<file path="src/rtl/adpcm_stream_ctrl_pkg.sv">
// Shared types and constants for the ADPCM stream controller.
// FSM encoding, data widths and default sizing.
package adpcm_ctrl_pkg;

  typedef enum logic [1:0] {
    ST_IDLE,
    ST_WARMUP,
    ST_RUN,
    ST_DRAIN
  } state_t;

  localparam int CODE_W = 4;
  localparam int BYTE_W = 8;

  localparam int DEF_DIV        = 16;
  localparam int DEF_WARMUP     = 8;
  localparam int DEF_FIFO_DEPTH = 8;

endpackage

</file>
<file path="src/rtl/adpcm_stream_ctrl_if.sv">
// Byte stream handshake between the controller and
// the downstream consumer.
interface adpcm_stream_ctrl_if;
  import adpcm_ctrl_pkg::*;

  logic [BYTE_W-1:0] byte_out;
  logic              byte_valid;
  logic              byte_ready;

  modport master (
    output byte_out,
    output byte_valid,
    input  byte_ready
  );

  modport slave (
    input  byte_out,
    input  byte_valid,
    output byte_ready
  );

endinterface

</file>
<file path="src/rtl/adpcm_byte_fifo.sv">
// Small synchronous byte FIFO with wrapping pointers
// and a separate occupancy count.
module adpcm_byte_fifo
  import adpcm_ctrl_pkg::*;
#(
  parameter  int DEPTH = DEF_FIFO_DEPTH,
  localparam int PTR_W = $clog2(DEPTH),
  localparam int CNT_W = PTR_W + 1
) (
  input  logic              clk,
  input  logic              rst,
  input  logic              push,
  input  logic              pop,
  input  logic [BYTE_W-1:0] wdata,
  output logic [BYTE_W-1:0] rdata,
  output logic              full,
  output logic              empty,
  output logic [CNT_W-1:0]  count
);

  logic [BYTE_W-1:0] mem [DEPTH];
  logic [PTR_W-1:0]  wr_ptr;
  logic [PTR_W-1:0]  rd_ptr;
  logic              push_ok;
  logic              pop_ok;

  assign empty   = (count == '0);
  assign full    = (count == CNT_W'(DEPTH));
  // a push at full only lands when the head leaves in the same cycle
  assign push_ok = push && (!full || pop);
  assign pop_ok  = pop && !empty;
  assign rdata   = empty ? '0 : mem[rd_ptr];

  always_ff @(posedge clk or posedge rst) begin
    if (rst) begin
      wr_ptr <= '0;
      rd_ptr <= '0;
      count  <= '0;
    end else begin
      if (push_ok) wr_ptr <= wr_ptr + PTR_W'(1);
      if (pop_ok)  rd_ptr <= rd_ptr + PTR_W'(1);
      unique case ({push_ok, pop_ok})
        2'b10:   count <= count + CNT_W'(1);
        2'b01:   count <= count - CNT_W'(1);
        default: ;
      endcase
    end
  end

  always_ff @(posedge clk) begin
    if (push_ok) mem[wr_ptr] <= wdata;
  end

endmodule

</file>
<file path="src/rtl/adpcm_stream_ctrl.sv">
// CIC->ADPCM sequencing: wrapper enable, slow tick,
// warm-up discard, nibble packing and byte buffering.
module adpcm_stream_ctrl
  import adpcm_ctrl_pkg::*;
#(
  parameter int DIV            = DEF_DIV,
  parameter int WARMUP_SAMPLES = DEF_WARMUP,
  parameter int FIFO_DEPTH     = DEF_FIFO_DEPTH
) (
  input  logic              clk,
  input  logic              rst,
  input  logic              start,
  input  logic              stop,
  input  logic              code_valid,
  input  logic [CODE_W-1:0] code_in,
  output logic              block_enable,
  output logic              slow_en,
  output logic              overflow,
  output logic              busy,
  adpcm_stream_ctrl_if.master bs
);

  localparam int DIV_W  = $clog2(DIV);
  localparam int WARM_W = $clog2(WARMUP_SAMPLES + 1);
  localparam int CNT_W  = $clog2(FIFO_DEPTH) + 1;

  state_t              state;
  logic [DIV_W-1:0]    div_cnt;
  logic [WARM_W-1:0]   warm_cnt;
  logic                nibble_phase;
  logic [CODE_W-1:0]   low_nib;

  logic                div_wrap;
  logic                warm_last;
  logic                run_pair;
  logic                drain_pad;
  logic                push;
  logic [BYTE_W-1:0]   push_data;
  logic                pop;
  logic                drop;
  logic                full;
  logic                empty;
  logic [CNT_W-1:0]    fifo_cnt;

  assign div_wrap  = (div_cnt == DIV_W'(DIV - 1));
  assign warm_last = (warm_cnt == WARM_W'(WARMUP_SAMPLES - 1));
  assign run_pair  = (state == ST_RUN) && code_valid && nibble_phase;
  assign drain_pad = (state == ST_DRAIN) && nibble_phase;
  assign pop       = !empty && bs.byte_ready;
  assign drop      = push && full && !pop;

  always_comb begin
    push      = 1'b0;
    push_data = {{CODE_W{1'b0}}, low_nib};
    unique case (1'b1)
      run_pair: begin
        push      = 1'b1;
        push_data = {code_in, low_nib};
      end
      drain_pad: push = 1'b1;
      default:   ;
    endcase
  end

  always_ff @(posedge clk or posedge rst) begin
    if (rst) begin
      state        <= ST_IDLE;
      div_cnt      <= '0;
      warm_cnt     <= '0;
      nibble_phase <= 1'b0;
      low_nib      <= '0;
      block_enable <= 1'b0;
      slow_en      <= 1'b0;
      overflow     <= 1'b0;
      busy         <= 1'b0;
    end else begin
      slow_en <= 1'b0;
      if (drop) overflow <= 1'b1;
      unique case (state)
        ST_IDLE: begin
          if (start) begin
            state        <= ST_WARMUP;
            block_enable <= 1'b1;
            busy         <= 1'b1;
            overflow     <= 1'b0;
            div_cnt      <= '0;
            warm_cnt     <= '0;
            nibble_phase <= 1'b0;
          end
        end
        ST_WARMUP: begin
          if (stop) begin
            state        <= ST_IDLE;
            block_enable <= 1'b0;
            busy         <= 1'b0;
            div_cnt      <= '0;
          end else begin
            div_cnt <= div_wrap ? '0 : div_cnt + DIV_W'(1);
            slow_en <= div_wrap;
            if (code_valid) begin
              warm_cnt <= warm_cnt + WARM_W'(1);
              if (warm_last) state <= ST_RUN;
            end
          end
        end
        ST_RUN: begin
          // the code arriving with stop is still packed
          if (code_valid) begin
            if (!nibble_phase) low_nib <= code_in;
            nibble_phase <= !nibble_phase;
          end
          if (stop) begin
            state        <= ST_DRAIN;
            block_enable <= 1'b0;
            div_cnt      <= '0;
          end else begin
            div_cnt <= div_wrap ? '0 : div_cnt + DIV_W'(1);
            slow_en <= div_wrap;
          end
        end
        ST_DRAIN: begin
          nibble_phase <= 1'b0;
          if (fifo_cnt == '0 && !push) begin
            state <= ST_IDLE;
            busy  <= 1'b0;
          end
        end
        default: state <= ST_IDLE;
      endcase
    end
  end

  adpcm_byte_fifo #(
    .DEPTH (FIFO_DEPTH)
  ) u_fifo (
    .clk   (clk),
    .rst   (rst),
    .push  (push),
    .pop   (pop),
    .wdata (push_data),
    .rdata (bs.byte_out),
    .full  (full),
    .empty (empty),
    .count (fifo_cnt)
  );

  assign bs.byte_valid = !empty;

endmodule

</file>
<file path="src/flat_wrapper.sv">
// flat-port wrapper written by rule: the top's interface ports become plain ports
module adpcm_stream_ctrl_flat import adpcm_ctrl_pkg::*;
#(
  parameter int DIV            = DEF_DIV,
  parameter int WARMUP_SAMPLES = DEF_WARMUP,
  parameter int FIFO_DEPTH     = DEF_FIFO_DEPTH
)
  (clk, rst, start, stop, code_valid, code_in, block_enable, slow_en, overflow, busy, bs_byte_out, bs_byte_valid, bs_byte_ready);
  adpcm_stream_ctrl_if bs_i ();
  input  logic clk;
  input  logic rst;
  input  logic start;
  input  logic stop;
  input  logic code_valid;
  input  logic [CODE_W-1:0] code_in;
  output logic block_enable;
  output logic slow_en;
  output logic overflow;
  output logic busy;
  output wire logic [$bits(bs_i.byte_out)-1:0] bs_byte_out;
  output wire logic [$bits(bs_i.byte_valid)-1:0] bs_byte_valid;
  input wire logic [$bits(bs_i.byte_ready)-1:0] bs_byte_ready;
  assign bs_byte_out = bs_i.byte_out;
  assign bs_byte_valid = bs_i.byte_valid;
  assign bs_i.byte_ready = bs_byte_ready;
  adpcm_stream_ctrl #(.DIV(DIV), .WARMUP_SAMPLES(WARMUP_SAMPLES), .FIFO_DEPTH(FIFO_DEPTH)) u_core (.clk(clk), .rst(rst), .start(start), .stop(stop), .code_valid(code_valid), .code_in(code_in), .block_enable(block_enable), .slow_en(slow_en), .overflow(overflow), .busy(busy), .bs(bs_i));
endmodule
</file>
<file path="config.mk">
export PLATFORM = sky130hd
export DESIGN_NAME = adpcm_stream_ctrl_flat
export DESIGN_NICKNAME = d
export VERILOG_FILES = /design/src/rtl/adpcm_stream_ctrl_pkg.sv /design/src/rtl/adpcm_stream_ctrl_if.sv /design/src/rtl/adpcm_byte_fifo.sv /design/src/rtl/adpcm_stream_ctrl.sv /design/src/flat_wrapper.sv
export SDC_FILE = /design/constraint.sdc
export NUM_CORES = 1
export LEC_CHECK = 0
export BUFFER_PORTS_ARGS = -buffer_cell sky130_fd_sc_hd__buf_2
export CORE_MARGIN = 3
export CORE_UTILIZATION = 45
export CTS_CLUSTER_DIAMETER = 30
export CTS_CLUSTER_SIZE = 14
export DETAILED_ROUTE_END_ITERATION = 8
export GPL_ROUTABILITY_DRIVEN = 1
export PLACE_DENSITY = 0.69
export SETUP_SLACK_MARGIN = 0.05
export SYNTH_ARGS = -nofsm -noshare
export SYNTH_HDL_FRONTEND = slang
export SYNTH_SLANG_ARGS = --single-unit
</file>
<file path="constraint.sdc">
create_clock -name clk -period 4.07 [get_ports clk]
set_input_delay 0.6105 -clock clk [delete_from_list [all_inputs] [get_ports clk]]
set_output_delay 0.6105 -clock clk [all_outputs]
set_load 0.02 [all_outputs]
</file>
==> results.py, run 1 <==
metrics = {
    "sta": {
        "slew_headroom": 0.461,
        "fin_crit_sh": 0.705,
        "setup_ws_ps": 1200,
        "slew_violations": 0,
        "fin_crit_ps": 2870,
        "finalSetupViolCount": 0,
        "finClkSkew_ps": 13.2,
        "max_slew.worst_pin.slew_ps": 808,
        "max_freq_ghz": 0.349,
        "hold_viol": 0,
        "hold-worst-slack_ps": 304,
        "tns_ps": 0,
        "rsz0062_at_grt": "false",
    },
    "setup_path": {
        "crit_chain": "nor4_4 -> inv_2 -> nand2_1 -> inv_1 -> ha_1 -> nand3b_1 -> a2111oi_0 -> nor3_1 -> xnor2_1",
        "start_kind": "flip-flop",
        "critPathBufInv": 2,
        "critical_path_class": "reg -> reg",
        "slowest_stage": "nor4_4",
        "worstPathRequired_ps": 4310,
        "max_stage_delay_ps": 690,
        "cp_top_family": "simple AND/OR/NAND/NOR gates",
        "crit_fanout": 9,
        "worst_ep_arrival_time_ps": 3110,
        "cp-end-kind": "flip-flop",
    },
    "clock_tree": {
        "cts_root_buf": "clkbuf_8",
        "post_cts_buffers": 0,
        "clk_latency_ps": 360,
        "cts-resized-gates": 0,
        "cts.hold.buffers_added": 0,
        "cts_buffers": 9,
        "htree_num_levels": 3,
        "cts_max_path_buffers": 2,
        "cts_tree": "built",
        "clock-sinks": 93,
        "clk_pin_slew_worst_paths_ps": 90,
    },
    "synth": {
        "synth_edf_count": 64,
        "synthTopCellsByCount": "edfxtp_1 (64), dfrtp_1 (29), nor2_1 (24)",
        "synth.top_cell.area_share": 0.470,
        "synth_flop_cell": "edfxtp_1",
        "synth_most_common_cell": "edfxtp_1",
        "synth_top_area_cell": "edfxtp_1",
        "synth-seq-area-share": 0.647,
        "syn_inst": 269,
        "ys_ff_latch": 93,
        "synth_nets": 291,
        "avgSynthCellArea_sq_um": 15.2,
        "ys_top_cells_by_area": "edfxtp_1 (47%), dfrtp_1 (18%), mux4_2 (8.8%)",
        "ys.warnings.count": 0,
        "async_flop_share": 0.312,
        "yosysUniqueCellTypes": 43,
        "syn_area_sq_um": 4090,
    },
    "place": {
        "dp_hpwl_mm": 5.08,
        "place_inst": 402,
        "port-buffer-count": 22,
        "pre_cts_slack_ps": 1220,
        "place_area_sq_um": 4370,
        "gp_congestion": 0.799,
    },
    "pwr": {
        "pwr-share-seq": 0.479,
        "cellPowerDensity_nw_per_um2": 638,
        "combinationalPowerShare": 0.303,
        "power.share.clock": 0.218,
        "p_sw_mw": 1.03,
        "p_int_mw": 1.89,
        "power_mw": 2.92,
        "peakVddDrop_mv": 0.315,
        "p_sw_frac": 0.351,
        "p_leak_nw": 1.80,
    },
    "die": {
        "start_util": 0.467,
        "die_h_um": 101,
        "core_area_sq_um": 8760,
        "pin_count": 23,
        "die-width_um": 101,
        "die_area_sq_um": 10300,
        "num_rows": 34,
    },
    "run_status": {
        "outcome": "finished clean",
    },
    "global_route": {
        "overflow": 0,
        "grt_pass1_wl_mm": 11.7,
        "grt_max_degree": 30,
        "antenna_found_initial": 0,
        "grt_util_all_layers": 0.153,
        "grt_pass1_vias": 2230,
    },
    "min_path": {
        "hold_class": "in -> async",
    },
    "final_layout": {
        "regArea_sq_um": 2650,
        "antenna_cells": 0,
        "layout.cells.non_filler": 418,
        "fillers": 735,
        "fin_area_sq_um": 4570,
        "area_growth_pct": 11.9,
        "utilization": 0.522,
        "multi_input_area_sq_um": 1360,
        "fin_nets": 327,
        "drive_gt1_frac": 0.239,
    },
    "job": {
        "maxCapViolCount": 0,
    },
    "route": {
        "viasPerCell": 5.44,
        "wirelength_mm": 7.31,
        "dr_total_vias": 2273,
        "drc": 0,
        "ant_nets": 0,
        "routedWlPerCell_um": 17.5,
        "dr.pass1.iters": 4,
        "drt-initial-drc-count": 112,
    },
}
## cell usage in the layout (no fill, tap or decap), drive strengths merged, types with 2 or more instances in the layout
cell type / Yosys / layout
mux2: 8 / 8
nand2: 9 / 9
clkbuf: 1 / 10
mux2i: 11 / 11
xor2: 3 / 3
nor3b: 2 / 2
nand3b: 2 / 2
and2: 4 / 4
ha: 12 / 12
nor2b: 2 / 2
nand3: 8 / 8
nand2b: 5 / 5
nor4: 3 / 3
nor3: 8 / 8
mux4: 16 / 16
xnor2: 8 / 8
dfrtp: 29 / 29
nand4: 2 / 2
a21oi: 6 / 6
o21ai: 13 / 13
inv: 12 / 16
nor2: 24 / 24
buf: 6 / 32
edfxtp: 64 / 64
## tightest hold or removal path: stages
cell and delay [ps]:
buf_2 90, inv_1 40, buf_4 340
## per-layer routing
metal  vias to the layer above  GRT usage  wire length, um
li1                       1080          -                -
met3                         8     0.0317              258
met1                      1142      0.210             3300
met2                        43      0.244             3670
met4                         0     0.0552               85
met5                         -          0                0
## power by group through the flow
stage | registers [mW] | logic (mW) | clock network [mW]
2_1_floorplan | 1.31 | 0.776 | 0
3_3_place_gp | 1.42 | 0.879 | 0
3_5_place_dp | 1.42 | 0.901 | 0
4_1_cts | 1.40 | 0.901 | 0.652
5_1_grt | 1.43 | 0.997 | 0.689
6_report | 1.40 | 0.884 | 0.636
## cell type report
type	count	area share
Clock buffer	10	0.0279
Multi-Input combinational cell	157	0.297
Timing Repair Buffer	32	0.0405
Clock inverter	6	0.0164
Sequential cell	93	0.579
Inverter	12	0.00985
Tap cell	108	0.0295
## sequential cells by signal (all words and copies together) (netlist names), named ones only
signal                cells
u_core.div_cnt            4
u_core.u_fifo.wr_ptr      3
u_core.u_fifo.count       4
u_core.state              1
u_core.warm_cnt           4
u_core.u_fifo.rd_ptr      3
u_core.low_nib            4
u_core.u_fifo.mem        64
u_core.block_enable       1
u_core.overflow           1
u_core.busy               1
u_core.nibble_phase       1
u_core.slow_en            1
## worst paths after layout
| check | start | to | slack [ps] | depth (start not counted) |
|---|---|---|---|---|
| hold reg to reg | u_core.overflow | u_core.overflow | 500 | 1 |
| setup / recovery | u_core.u_fifo.count[0] | u_core.u_fifo.count[3] | 1200 | 9 |
| setup reg to reg | u_core.u_fifo.count[0] | u_core.u_fifo.count[3] | 1200 | 9 |
| hold / removal | rst | u_core.overflow | 300 | 3 |
| min in group clk | code_in[2] | u_core.low_nib[2] | 490 | 2 |
| max in group asynchronous | rst | u_core.u_fifo.rd_ptr[0] | 3490 | 3 |
## logic make-up after synthesis
family                   Yosys count  share of synthesized area
AND/OR/NAND/NOR                   73                     0.0942
flip-flops                        93                      0.647
XOR/XNOR                          11                     0.0236
buffers and inverters             19                     0.0202
AO/OA/AOI/OAI                     26                     0.0398
multiplexers                      35                      0.138
adder cells (fa/ha/maj)           12                     0.0367
No activity file was read; power rests on OpenSTA's default activity.
==> run 2: changes to the inputs <==
--- a/config.mk
+++ b/config.mk
@@ -5,6 +5,7 @@
 export SDC_FILE = /design/constraint.sdc
 export NUM_CORES = 1
 export LEC_CHECK = 0
+export ABC_AREA = 1
 export BUFFER_PORTS_ARGS = -buffer_cell sky130_fd_sc_hd__buf_2
 export CORE_MARGIN = 3
 export CORE_UTILIZATION = 45
==> constraint.sdc (replaced) <==
create_clock -name clk -period 2.8 [get_ports clk]
set_input_delay 0.42 -clock clk [delete_from_list [all_inputs] [get_ports clk]]
set_output_delay 0.42 -clock clk [all_outputs]
set_load 0.02 [all_outputs]
==> run 2 against run 1 <==
Flip-flop and latch count is the same. Register-to-register slack lost 810 ps. Hold slack lost 180 ps. Largest cell class unchanged. Synthesized cell count grew 50%. Combinational power grew 97%. Critical endpoint is now u_core.u_fifo.count[2]. Highest routed layer unchanged. Clock power grew 59%. Via count grew 27%. Clock skew shrank 1.4 ps. Total power grew 61%.
==> results.py, run 2 <==
metrics = {
    "route": {
        "dr_total_vias": 2880,
        "dr.pass1.iters": 5,
        "viasPerCell": 5.27,
        "drc": 0,
        "drt-initial-drc-count": 179,
        "routedWlPerCell_um": 14.9,
        "wirelength_mm": 8.16,
        "ant_nets": 0,
    },
    "clock_tree": {
        "clk_latency_ps": 350,
        "cts_buffers": 9,
        "cts.hold.buffers_added": 0,
        "cts_max_path_buffers": 2,
        "cts_tree": "built",
        "cts_root_buf": "clkbuf_8",
        "post_cts_buffers": 0,
        "cts-resized-gates": 0,
        "clock-sinks": 93,
        "clk_pin_slew_worst_paths_ps": 100,
        "htree_num_levels": 3,
    },
    "synth": {
        "synth_top_area_cell": "edfxtp_1",
        "synth.top_cell.area_share": 0.459,
        "synth_edf_count": 64,
        "synth-seq-area-share": 0.632,
        "synth_most_common_cell": "nor2_1",
        "synth_flop_cell": "edfxtp_1",
        "ys_top_cells_by_area": "edfxtp_1 (46%), dfrtp_1 (17%), nor2_1 (7.2%)",
        "synthTopCellsByCount": "nor2_1 (80), edfxtp_1 (64), nand2_1 (54)",
        "avgSynthCellArea_sq_um": 10.4,
        "synth_nets": 426,
        "yosysUniqueCellTypes": 32,
        "ys_ff_latch": 93,
        "async_flop_share": 0.312,
        "syn_area_sq_um": 4190,
        "syn_inst": 404,
        "ys.warnings.count": 0,
    },
    "pwr": {
        "p_leak_nw": 1.85,
        "power_mw": 4.69,
        "cellPowerDensity_nw_per_um2": 1010,
        "peakVddDrop_mv": 0.452,
    },
    "run_status": {
        "outcome": "finished clean",
    },
    "final_layout": {
        "utilization": 0.524,
        "layout_commonest_cell": "nor2_1",
        "drive_gt1_frac": 0.150,
        "largest_register_ffs": 64,
        "top_register": "u_core.u_fifo.mem",
        "antenna_cells": 0,
        "final_cell_mix": "nor2_1 (80), edfxtp_1 (64), nand2_1 (54), o21ai_1 (40)",
        "fin_nets": 456,
        "layout.cells.non_filler": 547,
        "area_growth_pct": 11.2,
    },
    "sta": {
        "tns_ps": 0,
        "slew_headroom": 0.517,
        "rsz0062_at_grt": "false",
        "max_slew.worst_pin.slew_ps": 721,
        "fin_crit_ps": 2410,
        "hold_viol": 0,
        "finalSetupViolCount": 0,
        "fin_crit_sh": 0.859,
        "slew_violations": 0,
        "finClkSkew_ps": 11.9,
        "max_freq_ghz": 0.416,
    },
    "setup_path": {
        "start_kind": "flip-flop",
        "critPathBufInv": 3,
        "cp-end-kind": "flip-flop",
        "crit_fanout": 6,
        "slowest_stage": "dfrtp_1",
        "worstPathRequired_ps": 3070,
        "cp_common_cell": "ha_1",
        "worst_ep_arrival_time_ps": 2680,
        "critical_path_class": "reg -> reg",
        "max_stage_delay_ps": 450,
        "cp_top_family": "simple AND/OR/NAND/NOR gates",
        "crit_chain": "inv_1 -> ha_1 -> nand2_2 -> inv_2 -> nand2_4 -> nand2_2 -> nand2_4 -> ha_1 -> nand2_1 -> inv_1 -> nor2_2 -> ha_1 -> a21oi_1 -> or2_2 -> a31oi_1",
        "r2r_setup_slack_ps": 390,
    },
    "die": {
        "die_area_sq_um": 10500,
        "start_util": 0.471,
        "num_rows": 34,
        "core_area_sq_um": 8890,
        "die-width_um": 102,
        "die_h_um": 102,
        "pin_count": 23,
    },
    "place": {
        "gp_congestion": 0.874,
        "place_inst": 531,
        "port-buffer-count": 22,
        "dp_hpwl_mm": 5.77,
    },
    "min_path": {
        "hold_class": "in -> async",
    },
    "global_route": {
        "grt_max_degree": 30,
        "grt_pass1_wl_mm": 13.3,
        "overflow": 0,
        "antenna_found_initial": 0,
        "grt_pass1_vias": 2721,
        "grt_util_all_layers": 0.165,
    },
    "job": {
        "maxCapViolCount": 0,
    },
}
[run 2: cell type report]
| cell class | count | area (sq um) |
|---|---|---|
| well taps | 108 | 135 |
| clock inverters | 7 | 103 |
| clock buffers | 9 | 124 |
| inverters | 32 | 120 |
| flip-flops and latches | 93 | 2650 |
| fillers | 770 | 4230 |
| multi-input cells | 269 | 1370 |
| repair buffers | 29 | 163 |
[run 2: path summary, 6_finish.rpt]
path                                 startpoint                     end  cells after the start
worst max-delay path            u_core.state[0]  u_core.u_fifo.count[2]                     15
worst min-delay path                        rst  u_core.u_fifo.count[3]                      3
worst max register to register  u_core.state[0]  u_core.u_fifo.count[2]                     15
worst min register to register      u_core.busy             u_core.busy                      2
max in group asynchronous                   rst       u_core.low_nib[0]                      3
min in group clk                           stop          u_core.slow_en                      2
[run 2: power by group]
| group | total (mW) | switching (mW) | internal [mW] |
|---|---|---|---|
| clock | 1.01 | 0.492 | 0.514 |
| combinational | 1.74 | 1.14 | 0.595 |
| sequential | 1.95 | 0.247 | 1.70 |
[run 2: kinds of logic after synthesis]
family          Yosys count  synth area share
buf+inv                  42            0.0415
xor+xnor                  5            0.0105
fa+ha+maj                12            0.0359
simple gates            168             0.175
flops                    93             0.632
compound gates           84             0.104
[run 2: tightest hold or removal path: stages]
cell   delay [ps]
buf_2          90
inv_1          40
buf_4         350
[run 2: through the flow]
stage               worst slack (ps)  hold slack [ps]  area [sq um]
global route                     192              137          4660
finish                           394              121          4660
global placement                 553              460          4430
CTS                              399              119          4660
detailed placement               417              469          4430
floorplan                        629              442          4190
[run 2: per-layer routing]
metal | wire length (um) | vias to the layer above | GRT usage
li1 | - | 1430 | -
met3 | 285 | 10 | 0.0389
met2 | 3940 | 58 | 0.268
met5 | 0 | - | 0
met4 | 87 | 0 | 0.0535
met1 | 3850 | 1382 | 0.221
==> run 3: changes to the inputs <==
--- a/config.mk
+++ b/config.mk
@@ -5,7 +5,6 @@
 export SDC_FILE = /design/constraint.sdc
 export NUM_CORES = 1
 export LEC_CHECK = 0
-export ABC_AREA = 1
 export BUFFER_PORTS_ARGS = -buffer_cell sky130_fd_sc_hd__buf_2
 export CORE_MARGIN = 3
 export CORE_UTILIZATION = 45
==> run 3 against run 2 <==
Non-clock buffer count rose by 11. Die area fell by 2.2%. Register-to-register slack got worse by 50 ps. Sequential share of layout area rose by 0.74 points. Count of clock-buffer cells in the layout did not move. Total power fell by 13%. Via count fell by 21%.
==> results.py, run 3 (same netlist as run 1, synthesis figures left out) <==
metrics = {
    "die": {
        "num_rows": 34,
        "start_util": 0.467,
        "die_h_um": 101,
        "pin_count": 23,
        "die-width_um": 101,
        "die_area_sq_um": 10300,
        "core_area_sq_um": 8760,
    },
    "global_route": {
        "overflow": 0,
        "antenna_found_initial": 0,
        "grt_util_all_layers": 0.154,
        "grt_pass1_wl_mm": 11.7,
        "grt_pass1_vias": 2267,
        "grt_max_degree": 30,
    },
    "clock_tree": {
        "cts_tree": "built",
        "cts_root_buf": "clkbuf_8",
        "clock-sinks": 93,
        "cts_max_path_buffers": 2,
        "cts_buffers": 9,
        "cts.hold.buffers_added": 0,
        "clk_pin_slew_worst_paths_ps": 90,
        "htree_num_levels": 3,
        "clk_latency_ps": 360,
        "post_cts_buffers": 0,
        "cts-resized-gates": 0,
    },
    "setup_path": {
        "worstPathRequired_ps": 2380,
        "crit_chain": "mux4_2 -> mux2i_1 -> nor2_1 -> buf_2",
        "ff2ff_path_depth": 9,
        "cp-end-kind": "output pin",
        "r2r_setup_slack_ps": 340,
        "critical_path_class": "reg -> out",
        "slowest_stage": "dfrtp_1",
        "worst_ep_arrival_time_ps": 2090,
        "cp_top_family": "flip-flops",
        "critPathBufInv": 1,
        "rr_endpoint": "u_core.u_fifo.count[3]",
        "start_kind": "flip-flop",
        "timing.rr.start": "u_core.state[0]",
        "crit_fanout": 18,
        "max_stage_delay_ps": 910,
    },
    "pwr": {
        "p_leak_nw": 1.83,
        "p_sw_mw": 1.44,
        "power.share.clock": 0.188,
        "peakVddDrop_mv": 0.558,
        "p_sw_frac": 0.352,
        "cellPowerDensity_nw_per_um2": 893,
        "combinationalPowerShare": 0.322,
        "pwr-share-seq": 0.490,
        "power_mw": 4.10,
        "p_int_mw": 2.66,
    },
    "run_status": {
        "outcome": "finished clean",
    },
    "final_layout": {
        "final_cell_mix": "edfxtp_1 (64), dfrtp_1 (29), nor2_1 (24), buf_2 (22), buf_4 (18)",
        "layout_commonest_cell": "edfxtp_1",
        "area_growth_pct": 12.4,
        "multi_input_area_sq_um": 1360,
        "layout.cells.non_filler": 426,
        "top_register": "u_core.u_fifo.mem",
        "fillers": 737,
        "utilization": 0.525,
        "drive_gt1_frac": 0.252,
        "fin_nets": 335,
        "regArea_sq_um": 2650,
        "antenna_cells": 0,
        "largest_register_ffs": 64,
    },
    "route": {
        "routedWlPerCell_um": 16.7,
        "ant_nets": 0,
        "dr_total_vias": 2273,
        "wirelength_mm": 7.13,
        "drc": 0,
        "drt-initial-drc-count": 119,
        "viasPerCell": 5.34,
        "dr.pass1.iters": 5,
    },
    "min_path": {
        "hold_class": "in -> async",
    },
    "sta": {
        "slew_violations": 0,
        "finClkSkew_ps": 5.31,
        "slew_headroom": 0.433,
        "fin_crit_sh": 0.896,
        "finalSetupViolCount": 0,
        "fin_crit_ps": 2510,
        "max_freq_ghz": 0.398,
        "max_slew.worst_pin.slew_ps": 851,
        "tns_ps": 0,
        "rsz0062_at_grt": "false",
        "hold_viol": 0,
    },
    "place": {
        "place_inst": 410,
        "gp_congestion": 0.731,
        "port-buffer-count": 22,
        "dp_hpwl_mm": 4.75,
    },
    "job": {
        "maxCapViolCount": 0,
    },
}
[run 3: area by class of cell]
cell class / count / share of cell area
sequential: 93 / 0.576
timing repair buffer: 40 / 0.0533
tap: 108 / 0.0294
clock buffer: 9 / 0.0269
clock inverter: 7 / 0.00898
inverter: 12 / 0.00980
multi-input combinational: 157 / 0.296
[run 3: worst reg2reg max path, cell delays in order (launching register included)]
cell,delay [ps]
dfrtp_1,430
inv_1,140
ha_1,190
a21oi_1,90
a311o_1,370
ha_1,260
nand3b_1,170
a2111oi_0,450
nor3_1,130
xnor2_1,140
[run 3: how the worst max path moves through the flow]
stage,start,to,slack (ps),depth (start not counted)
3_3_place_gp,u_core.state[0],u_core.u_fifo.count[2],410,11
2_1_floorplan,u_core.state[0],u_core.u_fifo.mem[4][0],210,7
3_5_place_dp,u_core.state[0],u_core.u_fifo.count[2],370,11
5_1_grt,u_core.state[0],u_core.u_fifo.count[2],180,11
6_report,u_core.u_fifo.rd_ptr[1],bs_byte_out[2],290,4
4_1_cts,u_core.u_fifo.rd_ptr[1],bs_byte_out[2],260,4
[run 3: metrics by stage]
stage | hold slack [ps] | instance area, sq um | setup WS (ps)
final | 119 | 4600 | 290
after CTS | 122 | 4600 | 261
after detailed placement | 479 | 4430 | 372
after global routing | 133 | 4600 | 176
after floorplan | 450 | 4090 | 210
after global placement | 475 | 4430 | 412
[run 3: power groups by stage]
stage,sequential [mW],clock [mW],combinational (mW)
after floorplan,1.90,0,1.13
after global placement,2.03,0,1.33
after detailed placement,2.05,0,1.34
after CTS,2.02,0.799,1.34
after global routing,2.05,0.857,1.48
final,2.01,0.773,1.32
[run 3: metal layers]
| layer | vias to the layer above | wire length (um) | track usage |
|---|---|---|---|
| met3 | 5 | 288 | 0.0317 |
| li1 | 1101 | - | - |
| met4 | 0 | 39 | 0.0675 |
| met5 | - | 0 | 0 |
| met1 | 1117 | 3190 | 0.205 |
| met2 | 50 | 3620 | 0.245 |
